--- src/rtl/pe_pkg.sv ---
// Shared PE datapath definitions: coefficient width, coefficient type, default modulus.
package pe_pkg;

  localparam int COEFF_W = 23;

  typedef logic [COEFF_W-1:0] coeff_t;

  localparam coeff_t Q_DEFAULT = 23'h6D3410;

endpackage

--- src/rtl/mod_add_core.sv ---
// Combinational modular-add pieces: sum and trial subtract (pre stage 1), select (pre stage 2).
// Pure logic, no latency; the caller supplies the registered sum/difference for the select.
module mod_add_core
  import pe_pkg::*;
#(
  parameter int W = COEFF_W
) (
  input  logic [W-1:0]        a,
  input  logic [W-1:0]        b,
  input  logic [W-1:0]        q,
  output logic [W:0]          sum,
  output logic signed [W+1:0] diff,
  input  logic [W:0]          sum_r,
  input  logic signed [W+1:0] diff_r,
  output logic [W-1:0]        res
);

  assign sum  = {1'b0, a} + {1'b0, b};
  assign diff = $signed({1'b0, sum}) - $signed({2'b00, q});

  // A negative trial difference means the sum was already below q.
  assign res = diff_r[W+1] ? sum_r[W-1:0] : diff_r[W-1:0];

  // Top bits only matter for unreduced operands, whose result is truncated anyway.
  logic unused_bits;
  assign unused_bits = ^{sum_r[W], diff_r[W]};

endmodule

--- src/rtl/mod_add_pipe.sv ---
// Two-stage pipelined (a + b) mod q; result valid one edge after stage 1 captures the operands.
// Valid/ready both sides; in_ready_o is combinational from out_ready_i, full rate when not stalled.
module mod_add_pipe
  import pe_pkg::*;
#(
  parameter int W = COEFF_W
) (
  input  logic         clk_i,
  input  logic         rst_ni,
  input  logic         in_valid_i,
  output logic         in_ready_o,
  input  logic [W-1:0] a_i,
  input  logic [W-1:0] b_i,
  input  logic [W-1:0] q_i,
  output logic         out_valid_o,
  input  logic         out_ready_i,
  output logic [W-1:0] c_o
);

  logic                v1;
  logic                v2;
  logic [W:0]          s_q;
  logic signed [W+1:0] d_q;
  logic [W-1:0]        c_q;

  logic                ld1;
  logic                ld2;
  logic                in_xfer;
  logic [W:0]          sum;
  logic signed [W+1:0] diff;
  logic [W-1:0]        res;

  mod_add_core #(.W(W)) u_core (
    .a      (a_i),
    .b      (b_i),
    .q      (q_i),
    .sum    (sum),
    .diff   (diff),
    .sum_r  (s_q),
    .diff_r (d_q),
    .res    (res)
  );

  assign ld2        = !v2 || out_ready_i;
  assign ld1        = !v1 || ld2;
  assign in_ready_o = ld1;
  assign in_xfer    = in_valid_i && in_ready_o;

  always_ff @(posedge clk_i) begin
    if (!rst_ni) begin
      v1  <= 1'b0;
      v2  <= 1'b0;
      s_q <= '0;
      d_q <= '0;
      c_q <= '0;
    end else begin
      if (ld1) begin
        v1 <= in_xfer;
        if (in_xfer) begin
          s_q <= sum;
          d_q <= diff;
        end
      end
      // c_o keeps its last value when stage 2 drains without new data.
      if (ld2) begin
        v2 <= v1;
        if (v1) begin
          c_q <= res;
        end
      end
    end
  end

  assign out_valid_o = v2;
  assign c_o         = c_q;

endmodule
--- config.mk ---
export PLATFORM = sky130hd
export DESIGN_NAME = mod_add_pipe
export DESIGN_NICKNAME = d
export VERILOG_FILES = /design/src/rtl/pe_pkg.sv /design/src/rtl/mod_add_core.sv /design/src/rtl/mod_add_pipe.sv
export SDC_FILE = /design/constraint.sdc
export NUM_CORES = 1
export LEC_CHECK = 0
export ABC_AREA = 1
export BUFFER_PORTS_ARGS = -buffer_cell sky130_fd_sc_hd__buf_4
export CAP_MARGIN = 20
export CORE_MARGIN = 4
export CORE_UTILIZATION = 30
export DETAILED_ROUTE_END_ITERATION = 10
export PLACE_DENSITY_LB_ADDON = 0.15
export SLEW_MARGIN = 20
export SYNTH_ARGS = -nofsm -noshare
export SYNTH_HDL_FRONTEND = slang
export SYNTH_SLANG_ARGS = --single-unit
--- constraint.sdc ---
create_clock -name clk_i -period 4.49 [get_ports clk_i]
set_input_delay 0.898 -clock clk_i [delete_from_list [all_inputs] [get_ports clk_i]]
set_output_delay 0.898 -clock clk_i [all_outputs]
set_load 0.01 [all_outputs]
==> results.yml, run 1 <==
drt:
  firstDrtPassIters: 4
  postRouteAntennaNets: 0
  avgViaCountPerCell: 4.60
  drc_errors: 0
  drt_iter0_drc: 242
  vias: 6086
  wl_per_cell_um: 14.0
  totalWireLength_mm: 18.5
logic_synthesis:
  ys_seq_area_share_pct: 24.4
  syn_area_um2: 5920
  syn_area_per_cell_um2: 6.14
  ys.warnings.count: 0
  syn_nets: 1085
  yosysTopAreaCell: "dfxtp_1"
  yosysTopAreaCellShare_pct: 24.4
  synth_seq_cells: 72
  netlist_top_cells_area: "dfxtp_1, nand2_1, inv_1, a21oi_1, ha_1"
  ys_types: 37
  synthCells: 964
floorplanning:
  die_area_um2: 22000
  core-area_um2: 19400
  die_x_um: 148
  design.portCount: 98
  rows: 51
  die_y_um: 148
  start_util_pct: 30.5
worst_hold_path:
  holdPathStages: 2
  min_to: "d_q[1]"
  min-delay-start: "d_q[1]"
  hold_class: "reg2reg"
clocking:
  hold_buffers: 0
  clock_tree.buffer_depth: 2
  post_cts_resized: 0
  clk_pin_slew_worst_paths_ns: 0.06
  clk_latency_ns: 0.33
  clkSinkCount: 72
  cts_setup_buffers: 0
  numCtsBuffers: 9
  cts_tree: "done"
  htreeDepth: 3
  root_buffer: "clkbuf_16"
cells_and_area:
  fin_nets: 1174
  drive_gt1_share_pct: 14.8
  fin_cells: 1322
  final_cell_mix: "nand2_1, inv_1, a21oi_1"
  syn2layout_area_growth_pct: 22.4
  final_common_cell: "nand2_1"
  utilization_pct: 37.3
  antennaDiodeCount: 0
  fill_cells: 2203
sta:
  max_slew_margin_pct: 64.4
  worst_slew_pin_slew_ns: 0.531
  setup_slack_ns: 0.665
  fin_crit_ns: 3.82
  finalClockSkew_ns: 0.00697
  setup_tns_ns: 0
  finalSetupViolCount: 0
  min_period_over_period_pct: 85.2
  fmax_ghz: 0.261
  rsz0062_at_grt: "false"
  hold_viol_final: 0
  slew_viol_final: 0
setup_path:
  critPathLaunch: "a_i[0]"
  cp-start-kind: "primary input"
  required_ns: 4.69
  path_max_fanout: 4
  reg2reg_to: "s_q[16]"
  worst-setup-path-type: "in2reg"
  critPathArrivalTime_ns: 4.03
  worstRegToRegCells: 9
  endpoint_kind: "register"
  reg2reg_from: "out_valid_o"
  reg2reg_setup_slack_ns: 2.49
place:
  hpwl_mm: 15.1
  gp_congestion: 0.872
  dpl.cell_count: 1306
  place_ws_ns: 0.335
  port_buffers: 97
power_and_ir_drop:
  leakage_uw: 0.00391
  ir_worst_vdd_v: 0.000164
  powerDensity_nw_per_um2: 346
run_status:
  status: "finished clean"
global_routing:
  grt_use_total_pct: 17.0
  grt_pass1_wl_mm: 29.9
  grt_pass1_vias: 5946
  overflow: 0
  grt_max_degree: 47
  antenna_found_initial: 0
job:
  maxCapViolCount: 0
==> per-layer routing <==
metal	wire length (µm)	part of all wire, %	up-vias	global-route usage [%]
met1	9290	50	2628	24.0
met2	7950	43	153	26.8
met4	428	2.3	0	5.40
met5	0	0	-	0
met3	798	4.3	23	2.35
li1	-	-	3282	-
==> layout make-up <==
class / count / area (µm²) / share of cell area (%)
multi-input combinational: 687 / 3690 / 51.0
sequential: 72 / 1440 / 19.9
timing repair buffer: 103 / 781 / 10.8
inverter: 180 / 676 / 9.33
tap: 265 / 332 / 4.58
clock buffer: 10 / 239 / 3.30
clock inverter: 5 / 81.3 / 1.12
==> worst max-delay path: stages <==
cell,delay [ns]
buf_4,0.08
ha_1,0.20
inv_1,0.10
fa_1,0.40
inv_1,0.09
nand3_1,0.08
nand2_2,0.12
nand2_1,0.07
nand2_2,0.10
nand3_1,0.10
nand3_1,0.10
nand2_1,0.12
ha_1,0.37
nand2_1,0.12
inv_1,0.07
nand2_1,0.09
nor3_1,0.29
nand4_1,0.24
nand3_1,0.18
nand2_1,0.07
nand2_1,0.08
a21oi_2,0.05
==> cells by family after synthesis <==
| kind of cell | count (synthesis) | share of synthesized area, % |
|---|---|---|
| simple gates | 401 | 29.5 |
| buf+inv | 205 | 13.2 |
| flops | 72 | 24.4 |
| compound gates | 220 | 19.7 |
| xor+xnor | 18 | 2.79 |
| fa+ha+maj | 48 | 10.4 |
==> worst max path at each step <==
stage / to / cells past startpoint / slack, ns
final: d_q[24] / 22 / 0.67
after global routing: d_q[24] / 22 / 0.43
after CTS: d_q[24] / 22 / 0.70
after detailed placement: d_q[24] / 22 / 0.34
after global placement: d_q[24] / 15 / 0.33
after floorplan: d_q[24] / 21 / 1.11
==> per-stage QoR <==
stage | power, µW | area (µm²) | hold WS [ns]
after detailed placement | 1740 | 6910 | 0.450
after global routing | 2700 | 7240 | 0.494
after floorplan | 1440 | 5920 | 0.430
final | 2500 | 7240 | 0.461
after CTS | 2530 | 7230 | 0.459
after global placement | 1740 | 6910 | 0.441
==> power breakdown <==
part           switching, µW  internal [µW]
Clock                    272            498
Combinational            637            361
Sequential              27.9            708
==> flip-flops by register name, summed over array words and instances, names as in the netlist <==
name,cells
c_o,23
d_q,24
out_valid_o,1
s_q,23
v1,1
==> Yosys cell counts (all sizes together) <==
| cell | instances |
|---|---|
| nand2 | 204 |
| buf | 11 |
| a31o | 1 |
| a21oi | 128 |
| dfxtp | 72 |
| xor2 | 16 |
| o211ai | 3 |
| fa | 2 |
| nor2 | 105 |
| xnor2 | 2 |
| o21bai | 4 |
| nand4 | 20 |
| clkbuf | 14 |
| o21a | 1 |
| nor3 | 11 |
| a21o | 4 |
| inv | 178 |
| or2 | 3 |
| clkinv | 2 |
| nand3 | 58 |
| ha | 46 |
| o21ai | 79 |
Note: power is estimated with default switching activity, not from simulation.
==> inputs of run 2 (changes only) <==
--- a/config.mk
+++ b/config.mk
@@ -9,10 +9,11 @@
 export BUFFER_PORTS_ARGS = -buffer_cell sky130_fd_sc_hd__buf_4
 export CAP_MARGIN = 20
 export CORE_MARGIN = 4
-export CORE_UTILIZATION = 30
+export CORE_UTILIZATION = 58
 export DETAILED_ROUTE_END_ITERATION = 10
 export PLACE_DENSITY_LB_ADDON = 0.15
-export SLEW_MARGIN = 20
+export RECOVER_POWER = 25
+export SLEW_MARGIN = 0
 export SYNTH_ARGS = -nofsm -noshare
 export SYNTH_HDL_FRONTEND = slang
 export SYNTH_SLANG_ARGS = --single-unit
==> results.yml, run 2 (same netlist as run 1, synthesis figures left out) <==
global_routing:
  grt_pass1_vias: 5906
  grt_pass1_wl_mm: 26.5
  grt_use_total_pct: 27.8
  antenna_found_initial: 0
  grt_max_degree: 48
  overflow: 0
cells_and_area:
  regMostFlops: "d_q"
  largest_reg_flops: 24
  final_common_cell: "nand2_1"
  multi_input_area_um2: 3690
  utilization_pct: 69.7
  antennaDiodeCount: 0
  syn2layout_area_growth_pct: 16.2
  fill_cells: 930
  drive_gt1_share_pct: 12.4
  final_cell_mix: "nand2_1, inv_1, a21oi_1"
  fin_nets: 1173
  regArea_um2: 1440
setup_path:
  worstRegToRegCells: 5
  cpMostUsedCell: "nand2_1"
  path_max_fanout: 4
  cp-start-kind: "primary input"
  reg2reg_from: "out_valid_o"
  critPathLaunch: "a_i[0]"
  reg2reg_to: "c_o[15]"
  cp.depth: 22
  critPathArrivalTime_ns: 4.05
  slowest_delay_ns: 0.41
  cp_slowest_cell: "fa_1"
  crit_chain: "buf_4 -> ha_1 -> inv_1 -> fa_1 -> inv_1 -> nand3_1 -> nand2_2 -> nand2_1 -> nand2_2 -> nand3_1 -> nand3_1 -> nand2_1 -> ha_1 -> nand2_1 -> inv_1 -> nand2_1 -> nor3_1 -> nand4_1 -> nand3_1 -> nand2_1 -> nand2_1 -> a21oi_2"
  endpoint_kind: "register"
  worst-setup-path-type: "in2reg"
  required_ns: 4.73
  cp.buffers_inverters: 4
  crit_end: "d_q[24]"
  cp_top_family: "simple AND/OR/NAND/NOR gates"
  reg2reg_setup_slack_ns: 2.55
clocking:
  cts_tree: "done"
  hold_buffers: 0
  cts_setup_buffers: 0
  clk_latency_ns: 0.34
  clock_tree.buffer_depth: 2
  numCtsBuffers: 9
  post_cts_resized: 0
  clk_pin_slew_worst_paths_ns: 0.08
  htreeDepth: 3
  root_buffer: "clkbuf_8"
  clkSinkCount: 72
sta:
  fin_crit_ns: 3.82
  holdWs_ns: 0.461
  finalClockSkew_ns: 0.00994
  hold_viol_final: 0
  rsz0062_at_grt: "false"
  fmax_ghz: 0.262
  slew_viol_final: 0
  setup_tns_ns: 0
  min_period_over_period_pct: 85.0
  max_slew_margin_pct: 36.2
  finalSetupViolCount: 0
  worst_slew_pin_slew_ns: 0.950
drt:
  totalWireLength_mm: 15.9
  met1Wirelength_mm: 7.15
  vias: 6378
  avgViaCountPerCell: 5.36
  met2WireLength_mm: 7.23
  drc_errors: 0
  postRouteAntennaNets: 0
  routed.top_layer: "met4"
  wl_per_cell_um: 13.4
  firstDrtPassIters: 5
  route.met3.wl_mm: 1.02
  drt_iter0_drc: 461
power_and_ir_drop:
  powerDensity_nw_per_um2: 329
  ir_worst_vdd_v: 0.000182
  leakage_uw: 0.00375
job:
  maxCapViolCount: 0
floorplanning:
  die_area_um2: 11900
  start_util_pct: 60.0
  die_y_um: 109
  design.portCount: 98
  rows: 36
  core-area_um2: 9860
  die_x_um: 109
run_status:
  status: "finished clean"
place:
  port_buffers: 97
  hpwl_mm: 12.8
  gp_congestion: 1.04
worst_hold_path:
  hold_class: "reg2reg"
[run 2: cell count changes in the layout (fill, tap and decap cells not counted), sizes merged]
cell      before  now
clkinvlp       1    2
buf          103   78
inv          178  179
clkinv         4    3
clkbuf        10   34
[run 2: power by group]
part | leakage (µW) | total (µW) | switching, µW | internal, µW
logic | 0.00305 | 967 | 621 | 347
clock network | 0.000103 | 559 | 244 | 316
registers | 0.000596 | 734 | 26.8 | 707
[run 2: worst min-delay path by stage]
| stage | startpoint | end | slack (ns) | cells past startpoint |
|---|---|---|---|---|
| after floorplan | d_q[1] | d_q[1] | 0.43 | 2 |
| after global placement | d_q[1] | d_q[1] | 0.44 | 2 |
| after CTS | d_q[1] | d_q[1] | 0.46 | 2 |
| after detailed placement | d_q[1] | d_q[1] | 0.45 | 2 |
| after global routing | d_q[1] | d_q[1] | 0.52 | 2 |
| final | d_q[1] | d_q[1] | 0.46 | 2 |
[run 2: cell type report]
class	instances	area share, %
clock buffers	10	1.86
well taps	133	2.42
repair buffers	102	9.83
flip-flops and latches	72	21.0
clock inverters	6	1.35
multi-input cells	687	53.7
inverters	180	9.83
[run 2: layer usage]
| layer | GRT usage (%) | vias up |
|---|---|---|
| met2 | 46.9 | 271 |
| met1 | 36.4 | 2788 |
| li1 | - | 3279 |
| met5 | 0 | - |
| met4 | 10.4 | 0 |
| met3 | 2.96 | 40 |
[run 2: metrics by stage]
step | power (µW) | cell area (µm²) | setup slack (ns) | std cells
after global routing | 2420 | 6870 | 0.382 | 1190
final | 2260 | 6870 | 0.675 | 1190
after global placement | 1690 | 6740 | 0.488 | 1174
after CTS | 2260 | 6960 | 0.799 | 1190
after detailed placement | 1700 | 6740 | 0.436 | 1174
after floorplan | 1440 | 5920 | 1.11 | 964
[run 2: worst reg2reg max path, stage by stage, from the launching register on]
cell	delay, ns
dfxtp_1	0.35
nand2_1	0.07
nand2_1	0.08
clkinv_1	0.74
o21ai_0	0.50
a21oi_1	0.07
==> inputs of run 3 (changes only) <==
==> constraint.sdc (replaced) <==
create_clock -name clk_i -period 3.6 [get_ports clk_i]
set_input_delay 0.72 -clock clk_i [delete_from_list [all_inputs] [get_ports clk_i]]
set_output_delay 0.72 -clock clk_i [all_outputs]
set_load 0.01 [all_outputs]
==> results.yml, run 3 (same netlist as run 1, synthesis figures left out) <==
power_and_ir_drop:
  powerDensity_nw_per_um2: 408
  leakage_uw: 0.00394
  p_total_uw: 2930
  ir_worst_vdd_v: 0.000256
drt:
  wl_per_cell_um: 13.0
  drt_iter0_drc: 497
  drc_errors: 0
  totalWireLength_mm: 15.9
  vias: 6439
  postRouteAntennaNets: 0
  avgViaCountPerCell: 5.26
  firstDrtPassIters: 7
cells_and_area:
  antennaDiodeCount: 0
  largest_reg_flops: 24
  syn2layout_area_growth_pct: 21.6
  drive_gt1_share_pct: 15.7
  regMostFlops: "d_q"
  fin_nets: 1207
  final_cell_mix: "nand2_1, inv_1, a21oi_1"
  final_common_cell: "nand2_1"
clocking:
  clk_latency_ns: 0.34
  clk_pin_slew_worst_paths_ns: 0.07
  clkSinkCount: 72
  hold_buffers: 0
  clock_tree.buffer_depth: 2
  numCtsBuffers: 9
  cts_tree: "done"
  root_buffer: "clkbuf_8"
  htreeDepth: 3
sta:
  setup_slack_ns: 0.193
  rsz0062_at_grt: "false"
  finalSetupViolCount: 0
  hold_viol_final: 0
  max_slew_margin_pct: 24.4
  finalClockSkew_ns: 0.00612
  slew_viol_final: 0
  min_period_over_period_pct: 94.6
  fmax_ghz: 0.294
  worst_slew_pin_slew_ns: 1.13
  fin_crit_ns: 3.41
setup_path:
  path_max_fanout: 4
  endpoint_kind: "register"
  reg2reg_from: "out_valid_o"
  reg2reg_to: "c_o[12]"
  cp_slowest_cell: "fa_2"
  reg2reg_setup_slack_ns: 1.97
  worst-setup-path-type: "in2reg"
  cp-start-kind: "primary input"
  crit_end: "d_q[24]"
  required_ns: 3.80
  slowest_delay_ns: 0.35
  cpMostUsedCell: "nand2_1"
  critPathLaunch: "a_i[0]"
  worstRegToRegCells: 6
  crit_chain: "buf_4 -> ha_1 -> inv_1 -> fa_2 -> inv_1 -> nand3_1 -> nand2_2 -> nand2_1 -> nand2_2 -> nand3_2 -> nand3_1 -> nand2_2 -> ha_4 -> nand2_1 -> inv_1 -> nand2_1 -> nor3_2 -> nand4_1 -> nand3_2 -> nand2_1 -> nand2_1 -> a21oi_2"
  critPathArrivalTime_ns: 3.60
run_status:
  status: "finished clean"
floorplanning:
  die_y_um: 109
  die_x_um: 109
  rows: 36
  design.portCount: 98
  start_util_pct: 60.0
  die_area_um2: 11900
  core-area_um2: 9860
global_routing:
  grt_pass1_wl_mm: 27.0
  grt_pass1_vias: 6075
  grt_use_total_pct: 28.4
  antenna_found_initial: 0
  grt_max_degree: 53
  overflow: 0
place:
  hpwl_mm: 13.0
  place_ws_ns: -0.384
  gp_congestion: 1.01
  port_buffers: 97
job:
  maxCapViolCount: 0
worst_hold_path:
  hold_class: "reg2reg"
[run 3: repair_timing]
| item | 4_1_cts | 5_1_grt |
|---|---|---|
| pin swaps | 0 | 3 |
| gates cloned | 0 | 0 |
| setup endpoints to repair | 1 | 5 |
| buffers inserted | 0 | 0 |
| resized for setup | 1 | 5 |
[run 3: worst min-delay path by stage]
stage           start      to  slack [ns]  depth (start not counted)
5_1_grt        d_q[1]  d_q[1]        0.52                          2
2_1_floorplan  d_q[1]  d_q[1]        0.43                          2
3_5_place_dp   d_q[1]  d_q[1]        0.45                          2
6_report       d_q[1]  d_q[1]        0.49                          2
3_3_place_gp   d_q[1]  d_q[1]        0.45                          2
4_1_cts        d_q[1]  d_q[1]        0.49                          2
[run 3: power by group]
| part | leakage [µW] | internal, µW | switching [µW] |
|---|---|---|---|
| registers | 0.000596 | 882 | 36.3 |
| logic | 0.00323 | 511 | 786 |
| clock network | 0.000113 | 429 | 286 |
| total | 0.00394 | 1820 | 1110 |
[run 3: worst max-delay path: cells and delay by family]
family,cells,cell delay [ns]
AO/OA/AOI/OAI,1,0.05
adder cells (fa/ha/maj),3,0.82
buffers and inverters,4,0.33
AND/OR/NAND/NOR,14,1.69
[run 3: stage by stage]
stage	cell area (µm²)	setup TNS [ns]	util [%]	std cells	hold slack, ns
floorplan	5920	0	-	964	0.430
detailed placement	6990	-1.09	70.9	1207	0.449
finish	7190	0	72.9	1224	0.494
global route	7190	0	72.9	1224	0.520
CTS	7230	0	73.3	1223	0.490
global placement	6990	-0.738	70.9	1207	0.448
[run 3: final cells by class]
type	count	area, µm²
well taps	133	166
clock buffers	12	155
inverters	180	676
multi-input cells	687	3730
clock inverters	4	76.3
flip-flops and latches	72	1440
repair buffers	136	951
fillers	908	2670
[run 3: metal layers]
layer,routed length (µm),vias up,share of wire (%),GRT usage [%]
met5,0,-,0,0
met4,594,0,3.7,12.2
met3,1000,47,6.3,3.26
met2,7220,228,45,47.0
met1,7140,2809,45,37.2
li1,-,3355,-,-
